### config.mk
export PLATFORM = sky130hd
export DESIGN_NAME = uart_tx_block
export DESIGN_NICKNAME = d
export VERILOG_FILES = /design/src/rtl/uart_tx_block.sv
export SDC_FILE = /design/constraint.sdc
export NUM_CORES = 1
export LEC_CHECK = 0
export ABC_AREA = 1
export CAP_MARGIN = 20
export CORE_ASPECT_RATIO = 0.7
export CORE_UTILIZATION = 52
export CTS_CLUSTER_SIZE = 25
export DETAILED_ROUTE_END_ITERATION = 8
export PLACE_DENSITY = 0.77
export REMOVE_ABC_BUFFERS = 1
export SYNTH_ARGS = -nofsm -noshare
export SYNTH_HDL_FRONTEND = slang
export SYNTH_SLANG_ARGS = --single-unit
### constraint.sdc
create_clock -name clk -period 2.2 [get_ports clk]
set_clock_uncertainty 0.2 [all_clocks]
set_input_delay 0.44 -clock clk [delete_from_list [all_inputs] [get_ports clk]]
set_output_delay 0.44 -clock clk [all_outputs]
set_load 0.01 [all_outputs]
### src/rtl/uart_tx_block.sv
// UART transmitter: one-entry holding buffer, LSB-first framing with start/stop bits.
// Define UART_TX_PARITY_EN to add a parity_odd input and a parity bit before the stop bit.
module uart_tx_block #(
   parameter int BP_WIDTH = 14,
   parameter int DS_WIDTH = 4
) (
   input  logic                clk,
   input  logic                rst,
   input  logic [7:0]          tx_data,
   input  logic                data_load,
   input  logic                clear_error,
   input  logic [BP_WIDTH-1:0] bit_period,
   input  logic [DS_WIDTH-1:0] data_size,
`ifdef UART_TX_PARITY_EN
   input  logic                parity_odd,
`endif
   output logic                serial_out,
   output logic                buffer_full,
   output logic                tx_busy,
   output logic                tx_done,
   output logic                overrun_error
);

   typedef enum logic [2:0] {
      S_IDLE,
      S_START,
      S_DATA,
`ifdef UART_TX_PARITY_EN
      S_PARITY,
`endif
      S_STOP
   } state_e;

   state_e              state_q, state_d;
   logic [7:0]          buf_q, buf_d;
   logic                full_q, full_d;
   logic [7:0]          shift_q, shift_d;
   logic [BP_WIDTH-1:0] bp_q, bp_d;
   logic [DS_WIDTH-1:0] ds_q, ds_d;
   logic [BP_WIDTH-1:0] cnt_q, cnt_d;
   logic [DS_WIDTH-1:0] dcnt_q, dcnt_d;
   logic                ser_q, ser_d;
   logic                ovr_q, ovr_d;
`ifdef UART_TX_PARITY_EN
   logic                par_q, par_d;
   logic                odd_q, odd_d;
`endif

   logic                bit_end;
   logic                start_frame;
   logic [BP_WIDTH-1:0] bp_eff;
   logic [DS_WIDTH-1:0] ds_eff;

   assign bit_end = (cnt_q == bp_q - BP_WIDTH'(1));

   // The buffer is vacated whenever a frame is started from it.
   assign start_frame = full_q &&
                        ((state_q == S_IDLE) ||
                         ((state_q == S_STOP) && bit_end));

   assign bp_eff = (bit_period == '0) ? BP_WIDTH'(1) : bit_period;

   assign ds_eff = ((data_size >= DS_WIDTH'(5)) &&
                    (data_size <= DS_WIDTH'(8))) ?
                   data_size : DS_WIDTH'(8);

   always_comb begin
      state_d = state_q;
      buf_d   = buf_q;
      full_d  = full_q;
      shift_d = shift_q;
      bp_d    = bp_q;
      ds_d    = ds_q;
      cnt_d   = cnt_q;
      dcnt_d  = dcnt_q;
      ser_d   = ser_q;
      ovr_d   = ovr_q;
`ifdef UART_TX_PARITY_EN
      par_d   = par_q;
      odd_d   = odd_q;
`endif

      if (start_frame) begin
         full_d = 1'b0;
      end
      if (clear_error) begin
         ovr_d = 1'b0;
      end
      if (data_load) begin
         if (!full_q || start_frame) begin
            buf_d  = tx_data;
            full_d = 1'b1;
         end else begin
            ovr_d = 1'b1;
         end
      end

      if (state_q == S_IDLE) begin
         cnt_d = '0;
      end else begin
         cnt_d = bit_end ? '0 : cnt_q + BP_WIDTH'(1);
      end

      unique case (state_q)
         S_IDLE: begin
            ser_d = 1'b1;
         end
         S_START: begin
            if (bit_end) begin
               state_d = S_DATA;
               ser_d   = shift_q[0];
            end
         end
         S_DATA: begin
            if (bit_end) begin
`ifdef UART_TX_PARITY_EN
               par_d = par_q ^ shift_q[0];
`endif
               if (dcnt_q == ds_q - DS_WIDTH'(1)) begin
                  dcnt_d = '0;
`ifdef UART_TX_PARITY_EN
                  state_d = S_PARITY;
                  ser_d   = par_q ^ shift_q[0] ^ odd_q;
`else
                  state_d = S_STOP;
                  ser_d   = 1'b1;
`endif
               end else begin
                  dcnt_d  = dcnt_q + DS_WIDTH'(1);
                  shift_d = shift_q >> 1;
                  ser_d   = shift_q[1];
               end
            end
         end
`ifdef UART_TX_PARITY_EN
         S_PARITY: begin
            if (bit_end) begin
               state_d = S_STOP;
               ser_d   = 1'b1;
            end
         end
`endif
         S_STOP: begin
            ser_d = 1'b1;
            if (bit_end) begin
               state_d = S_IDLE;
            end
         end
         default: begin
            state_d = S_IDLE;
            ser_d   = 1'b1;
         end
      endcase

      // Frame start overrides the STOP->IDLE choice for gapless back-to-back.
      if (start_frame) begin
         state_d = S_START;
         shift_d = buf_q;
         bp_d    = bp_eff;
         ds_d    = ds_eff;
         cnt_d   = '0;
         dcnt_d  = '0;
         ser_d   = 1'b0;
`ifdef UART_TX_PARITY_EN
         par_d   = 1'b0;
         odd_d   = parity_odd;
`endif
      end
   end

   always_ff @(posedge clk or posedge rst) begin
      if (rst) begin
         state_q <= S_IDLE;
         buf_q   <= '0;
         full_q  <= 1'b0;
         shift_q <= '0;
         bp_q    <= '0;
         ds_q    <= '0;
         cnt_q   <= '0;
         dcnt_q  <= '0;
         ser_q   <= 1'b1;
         ovr_q   <= 1'b0;
`ifdef UART_TX_PARITY_EN
         par_q   <= 1'b0;
         odd_q   <= 1'b0;
`endif
      end else begin
         state_q <= state_d;
         buf_q   <= buf_d;
         full_q  <= full_d;
         shift_q <= shift_d;
         bp_q    <= bp_d;
         ds_q    <= ds_d;
         cnt_q   <= cnt_d;
         dcnt_q  <= dcnt_d;
         ser_q   <= ser_d;
         ovr_q   <= ovr_d;
`ifdef UART_TX_PARITY_EN
         par_q   <= par_d;
         odd_q   <= odd_d;
`endif
      end
   end

   assign serial_out    = ser_q;
   assign buffer_full   = full_q;
   assign tx_busy       = (state_q != S_IDLE);
   assign tx_done       = (state_q == S_STOP) && bit_end;
   assign overrun_error = ovr_q;

endmodule

==> results of run 1 <==
[power by group]
part	internal (mW)	total, mW	switching, mW
logic	2.09	4.72	2.63
registers	1.43	1.83	0.400
clock network	0.582	1.01	0.426
total	4.10	7.56	3.46
[worst register-to-register path, stage by stage (launching register included)]
cell and delay, ps:
dfrtp_1 400, buf_4 160, nor2_4 110, buf_4 120, nand3_1 80, inv_1 80, nand3b_1 100, nand2_1 120
nand2_1 70, nor2_2 130, nand4_4 140, buf_6 180, nand2_4 100, nand2_8 100, buf_8 150, o31ai_4 70
buf_6 170, nand2_2 50, nand2_1 60
[worst max-delay path by stage]
stage	from	endpoint	slack, ps	cells after the start
CTS	bp_q[1]	tx_done	-450	14
global route	bp_q[2]	tx_done	-600	12
floorplan	bp_q[0]	shift_q[0]	-290	17
detailed placement	bp_q[1]	tx_done	-550	11
finish	bp_q[1]	tx_done	-470	12
global placement	bp_q[0]	tx_done	-510	14
[area by class of cell]
type / count / area [sq um] / share of cell area, %
clock buffers: 13 / 159 / 3.02
multi-input cells: 361 / 2280 / 43.3
repair buffers: 112 / 1050 / 20.0
well taps: 91 / 114 / 2.16
clock inverters: 3 / 40.0 / 0.760
inverters: 46 / 190 / 3.61
flip-flops and latches: 57 / 1430 / 27.1
[routing by layer]
metal  global-route usage (%)  up-vias  share of wire (%)
met5                        0        -                  0
met4                     7.89        0                1.9
met3                     6.72       27                6.8
met2                     56.5      181                 52
met1                     41.9     1795                 40
li1                         -     1732                  -
[per-stage QoR]
stage | power, mW | setup TNS (ps)
after floorplan | 3.78 | -10680
after global placement | 4.95 | -14020
after detailed placement | 5.09 | -17360
after CTS | 6.85 | -12910
after global routing | 8.02 | -25200
final | 7.56 | -17400
[registers in the layout, indices dropped and copies added, names as in the netlist]
signal,count
cnt_q,14
buf_q,8
shift_q,8
buffer_full,1
serial_out,1
overrun_error,1
ds_q,4
bp_q,14
dcnt_q,4
state_q,2
[logic make-up (layout without fill, tap and decap cells)]
family                     count (synthesis)  after routing  share of synthesized area (%)
AOI/OAI and AO/OA                         29             29                           5.49
xor gates and xnor gates                  31             31                           7.95
adders and majority gates                  9              9                           3.21
buffers and inverters                     53            174                           6.20
DFF                                       57             57                           40.7
and+or+nand+nor                          291            292                           36.4
[cells in the mapped netlist, types with 2 or more instances]
| master | count |
|---|---|
| inv_2 | 2 |
| nor2_1 | 43 |
| xor2_1 | 14 |
| nor3_1 | 4 |
| buf_4 | 2 |
| nor4_1 | 6 |
| xnor2_1 | 16 |
| nor2_2 | 6 |
| nand4_1 | 2 |
| ha_1 | 9 |
| nand2_4 | 3 |
| nand2_1 | 166 |
| nor2_4 | 2 |
| nand3b_1 | 2 |
| inv_1 | 43 |
| nand2_2 | 9 |
| dfrtp_1 | 56 |
| buf_2 | 3 |
| o21ai_0 | 13 |
| a21oi_1 | 3 |
| nand3_1 | 45 |
| o21ai_1 | 4 |
[repair_timing]
item | CTS | global route
resized for setup | 96 | 54
hold endpoints to repair | 0 | 0
buffers inserted | 9 | 5
cloned | 3 | 0
pin swaps | 42 | 21
setup endpoints to repair | 59 | 58
==> summary.md, run 1 <==
| Metric | Value |
|---|---|
| CTS tree | built |
| Critical path's top delay family | simple AND/OR/NAND/NOR gates |
| Largest cells by area after synthesis | dfrtp_1 (40%), nand2_1 (18%), nand3_1 (6.4%), inv_1 (4.6%), nor2_1 (4.6%) |
| # nets final | 626 |
| Vias per cell | 5.47 |
| CP required | 1560 ps |
| Finish-stage setup viols | 58 |
| # IOs | 35 |
| Max Freq | 0.375 GHz |
| Vias in the first global route | between 3k and 4k |
| Design Area, Final | 5270 sq um |
| Clk Tree Root Cell | clkbuf_8 |
| Worst rel slew slack | 77.0% |
| DR DRC count | 0 |
| Total track usage | 32.5% |
| HPWL Detailed | 6.73 mm |
| GP Congestion | between 0.8 and 0.9 |
| Hold Slack | 278 ps |
| Quantity of hold-fixing buffers added after cts | 0 |
| Async SR Flop Fraction | 100% |
| Post-synth top area cell | dfrtp_1 |
| Pre-CTS setup slack | -551 ps |
| Hold crit path type | in -> async |
| Top FF cell, synth | dfrtp_1 |
| 1st-pass router iterations | 5 |
| VDD IR max | 1.07 mV |
| Cell area after synthesis | 3510 sq um |
| Part of the cycle the worst path needs | 121% |
| Die Span Y | 70.7 um |
| Synth Register Bits | 57 |
| Reg2reg path depth | 18 |
| Final slew viol count | 0 |
| Die area | between 7000 and 8000 sq um |
| Area growth, synth to finish | 50.1% |
| Buf/Inv on CP | 5 |
| Num CTS Buffers | 9 |
| Via count | 3735 |
| Syn_area_per_cell | ~7.5 sq um |
| Period minus WS final | 2670 ps |
| Synth cell types | 39 |
| Clock latency on the worst-skew pair | 350 ps |
| Worst R2R Start | bp_q[1] |
| Number of synthesized flops with an enable pin | 0 |
| Dpl cells | 652 |
| Post-Place Cell Area | 4420 sq um |
| Crit end category | output pin |
| Register area share after synthesis | 40.7% |
| Largest net degree at the start of global routing | 58 |
| CP max stage cell | dfrtp_1 |
| Final core utilization | 82.7% |
| Most common library cell in the layout ignoring fill and taps | nand2_1 |
| R2R setup slack | -440 ps |
| Setup CP Type | reg -> out |
| Failing checks | setup timing |
| Clock Path Buffers | 2 |
| Drt total wl | roughly 12 mm |
| Slew @ Worst Pin | around 340 ps |
| Remaining global-route overflow | 0 |
| Crit path DAT | 2030 ps |
| Synth top area share | 39.9% |
| N_diodes | 0 |
| RR Endpoint | shift_q[5] |
| RSZ-0062 raised after global routing | yes |
| Die Span X | about 100 um |
| Final std cells w/o fill | between 600 and 700 |
| Startpoint Class | flip-flop |
| Cell breakdown of the critical path | buf_4 -> nor2_4 -> buf_4 -> nand3_1 -> inv_1 -> nand3b_1 -> nand2_1 -> nand2_1 -> nor2_2 -> nand4_4 -> inv_2 -> buf_6 |
| MaxCap Viol Count | 0 |
| Layout cells sized above 1 | 34.1% |
| Post-synthesis cell count | 470 |
| Initial antenna violation count | 0 |
| Drt wl/cell | 17.0 um |
| Pwr/cell area | 1440 nW/um^2 |
| # fillers | between 300 and 400 |
| Leakage power | 2.58 nW |
| CORE AREA | 6370 sq um |
| Port bufs | 34 |
| Detail Route Antenna Nets | 0 |
| Row count | 24 |
| Run status | finished with violations |
| First-pass GRT wire length | 17.6 mm |
| Final Worst Setup Slack | -470 ps |
| Initial core utilization | 55.1% |
| H-tree lvl count | 3 |
| Clock sinks | between 50 and 60 |
| Final hold vios | 0 |
| Synth Warn # | 0 |
| Max incr delay on CP | around 400 ps |
| Clk pin slew, worst setup/hold paths | 70 ps |
| Most frequent cells in the layout | nand2_1 (129), buf_4 (59), dfrtp_1 (55), inv_1 (35), nand2_2 (34) |
| Crit Path Max Fanout | 2 |
| 1st-iter DRT viols | 222 |
Note: power is estimated with default switching activity, not from simulation.
==> inputs of run 2 (changes only) <==
--- a/config.mk
+++ b/config.mk
@@ -7,11 +7,13 @@
 export LEC_CHECK = 0
 export ABC_AREA = 1
 export CAP_MARGIN = 20
+export CELL_PAD_IN_SITES_DETAIL_PLACEMENT = 1
+export CELL_PAD_IN_SITES_GLOBAL_PLACEMENT = 2
 export CORE_ASPECT_RATIO = 0.7
-export CORE_UTILIZATION = 52
+export CORE_UTILIZATION = 30
 export CTS_CLUSTER_SIZE = 25
 export DETAILED_ROUTE_END_ITERATION = 8
-export PLACE_DENSITY = 0.77
+export PLACE_DENSITY_LB_ADDON = 0.1
 export REMOVE_ABC_BUFFERS = 1
 export SYNTH_ARGS = -nofsm -noshare
 export SYNTH_HDL_FRONTEND = slang
==> summary.md, run 2 (same netlist as run 1, synthesis figures left out) <==
| Metric | Value |
|---|---|
| Clk Tree Root Cell | clkbuf_16 (was clkbuf_8) |
| Pre-CTS setup slack | -622 ps (was -551 ps) |
| Slew @ Worst Pin | 334 ps (was 342 ps) |
| Finish-stage setup viols | 58 (unchanged) |
| 1st-pass router iterations | 4 (was 5) |
| Initial core utilization | 31.3% (was 55.1%) |
| Initial antenna violation count | 0 (unchanged) |
| Crit path DAT | 2060 ps (was 2030 ps) |
| Clk pin slew, worst setup/hold paths | 50 ps (was 70 ps) |
| Cell breakdown of the critical path | buf_4 -> nor2_4 -> nand2_2 -> nor2_4 -> xor2_2 -> nand3_1 -> nor2_4 -> nand4_4 -> inv_2 -> buf_6 (was buf_4 -> nor2_4 -> buf_4 -> nand3_1 -> inv_1 -> nand3b_1 -> nand2_1 -> nand2_1 -> nor2_2 -> nand4_4 -> inv_2 -> buf_6) |
| Pwr/cell area | 1470 nW/um^2 (was 1440 nW/um^2) |
| Max incr delay on CP | 390 ps (was 400 ps) |
| MaxCap Viol Count | 0 (unchanged) |
| Largest net degree at the start of global routing | 58 (unchanged) |
| Clock sinks | 57 (unchanged) |
| Hold crit path type | reg -> reg (was in -> async) |
| Hold_sp | shift_q[7] |
| # IOs | 35 (unchanged) |
| R2R setup slack | -450 ps (was -440 ps) |
| Remaining global-route overflow | 0 (unchanged) |
| Largest registers | bp_q x14, cnt_q x14 (unchanged) |
| CORE AREA | 11200 sq um (was 6370 sq um) |
| Hold path depth | 2 |
| Die Span X | 131 um (was 100 um) |
| # nets final | 644 (was 626) |
| Worst rel slew slack | 77.7% (was 77.0%) |
| Final Worst Setup Slack | -497 ps (was -470 ps) |
| Final core utilization | 47.3% (was 82.7%) |
| Drt total wl | 12.0 mm (was 11.6 mm) |
| 1st-iter DRT viols | 74 (was 222) |
| Via count | 3518 (was 3735) |
| Layout cells sized above 1 | 28.2% (was 34.1%) |
| Setup tns final | -19980 ps (was -17400 ps) |
| Dpl cells | 728 (was 652) |
| N_diodes | 0 (unchanged) |
| Buf/Inv on CP | 3 (was 5) |
| WHS Endpoint | shift_q[7] |
| Crit Path Max Fanout | 5 (was 2) |
| Period minus WS final | 2700 ps (was 2670 ps) |
| Vias per cell | 4.62 (was 5.47) |
| HPWL Detailed | 8.45 mm (was 6.73 mm) |
| Final slew viol count | 0 (unchanged) |
| CP required | 1560 ps (about the same) |
| CTS tree | built (unchanged) |
| VDD IR max | 0.534 mV (was 1.07 mV) |
| Setup CP Type | reg -> out (unchanged) |
| Failing checks | setup timing (unchanged) |
| First-pass GRT wire length | 19.1 mm (was 17.6 mm) |
| Post-Place Cell Area | 4620 sq um (was 4420 sq um) |
| RR Endpoint | shift_q[1] (was shift_q[5]) |
| DR DRC count | 0 (unchanged) |
| Critical Path Most Common Cell | nor2_4 |
| Most frequent cells in the layout | nand2_1 (158), buf_4 (81), dfrtp_1 (55), nand3_1 (43), inv_1 (36) (was nand2_1 (129), buf_4 (59), dfrtp_1 (55), inv_1 (35), nand2_2 (34)) |
| Crit end category | output pin (unchanged) |
| Leakage power | 2.64 nW (was 2.58 nW) |
| Design Area, Final | 5300 sq um (was 5270 sq um) |
| Run status | finished with violations (unchanged) |
| Vias in the first global route | 3801 (was 3698) |
| Total track usage | 20.5% (was 32.5%) |
| Num CTS Buffers | 9 (unchanged) |
| Reg2reg path depth | 16 (was 18) |
| Row count | 32 (was 24) |
| Final hold vios | 0 (unchanged) |
| GP Congestion | 0.817 (was 0.900) |
| Die Span Y | 92.5 um (was 70.7 um) |
| Clock latency on the worst-skew pair | 330 ps (was 350 ps) |
| CP max stage cell | dfrtp_1 (unchanged) |
| Die area | 12100 sq um (was 7080 sq um) |
| H-tree lvl count | 3 (unchanged) |
| Max Freq | 0.371 GHz (was 0.375 GHz) |
| Part of the cycle the worst path needs | 123% (was 121%) |
| Clock Path Buffers | 2 (unchanged) |
| Port bufs | 34 (unchanged) |
| RSZ-0062 raised after global routing | yes (unchanged) |
| Hold Slack | 275 ps (was 278 ps) |
| Detail Route Antenna Nets | 0 (unchanged) |
| Area growth, synth to finish | 51.1% (was 50.1%) |
| Critical path's top delay family | simple AND/OR/NAND/NOR gates (unchanged) |
| Total power | 7.80 mW (was 7.56 mW) |
| Startpoint Class | flip-flop (unchanged) |
| Most common library cell in the layout ignoring fill and taps | nand2_1 (unchanged) |
| Drt wl/cell | 15.7 um (was 17.0 um) |
| Worst R2R Start | bp_q[1] (unchanged) |
| Final std cells w/o fill | 762 (was 683) |
## run 2: how the worst max path moves through the flow
stage,start,endpoint,slack [ps],depth (start not counted)
after floorplan,bp_q[0],shift_q[0],-290,17
final,bp_q[1],tx_done,-500,10
after global routing,bp_q[1],tx_done,-570,10
after global placement,bp_q[0],tx_done,-620,14
after detailed placement,bp_q[1],tx_done,-620,14
after CTS,bp_q[1],tx_done,-510,14
## run 2: tightest hold or removal path, stage by stage, from the launching register on
cell     delay, ps
dfrtp_1        340
nand2_1         50
nand2_1         50
## run 2: cell type report
type / count / area (sq um)
clock buffer: 12 / 256
clock inverter: 3 / 40.0
fill: 1392 / 5910
inverter: 46 / 175
multi-input combinational: 362 / 2060
sequential: 57 / 1430
tap: 153 / 191
timing repair buffer: 129 / 1150
## run 2: routing by layer
metal  track usage, %  wire length (um)
met1             27.9              5940
met3             4.54               494
met5                0                 0
met2             33.5              5450
met4             4.26               114
## run 2: report_power, final
part | switching, mW | leakage [nW] | internal (mW) | total (mW)
Clock | 0.500 | 0.148 | 0.928 | 1.43
Sequential | 0.350 | 0.729 | 1.44 | 1.79
Combinational | 2.47 | 1.76 | 2.11 | 4.58
Total | 3.32 | 2.64 | 4.47 | 7.80
## run 2: timing repair
| action | in CTS | in global routing |
|---|---|---|
| setup buffers | 13 | 2 |
| hold buffers | 0 | 0 |
| gates cloned | 3 | 2 |
| endpoints found under the setup margin | 59 | 59 |
| pin swaps | 14 | 14 |
| endpoints found under the hold margin | 0 | 0 |
| resized for setup | 41 | 25 |
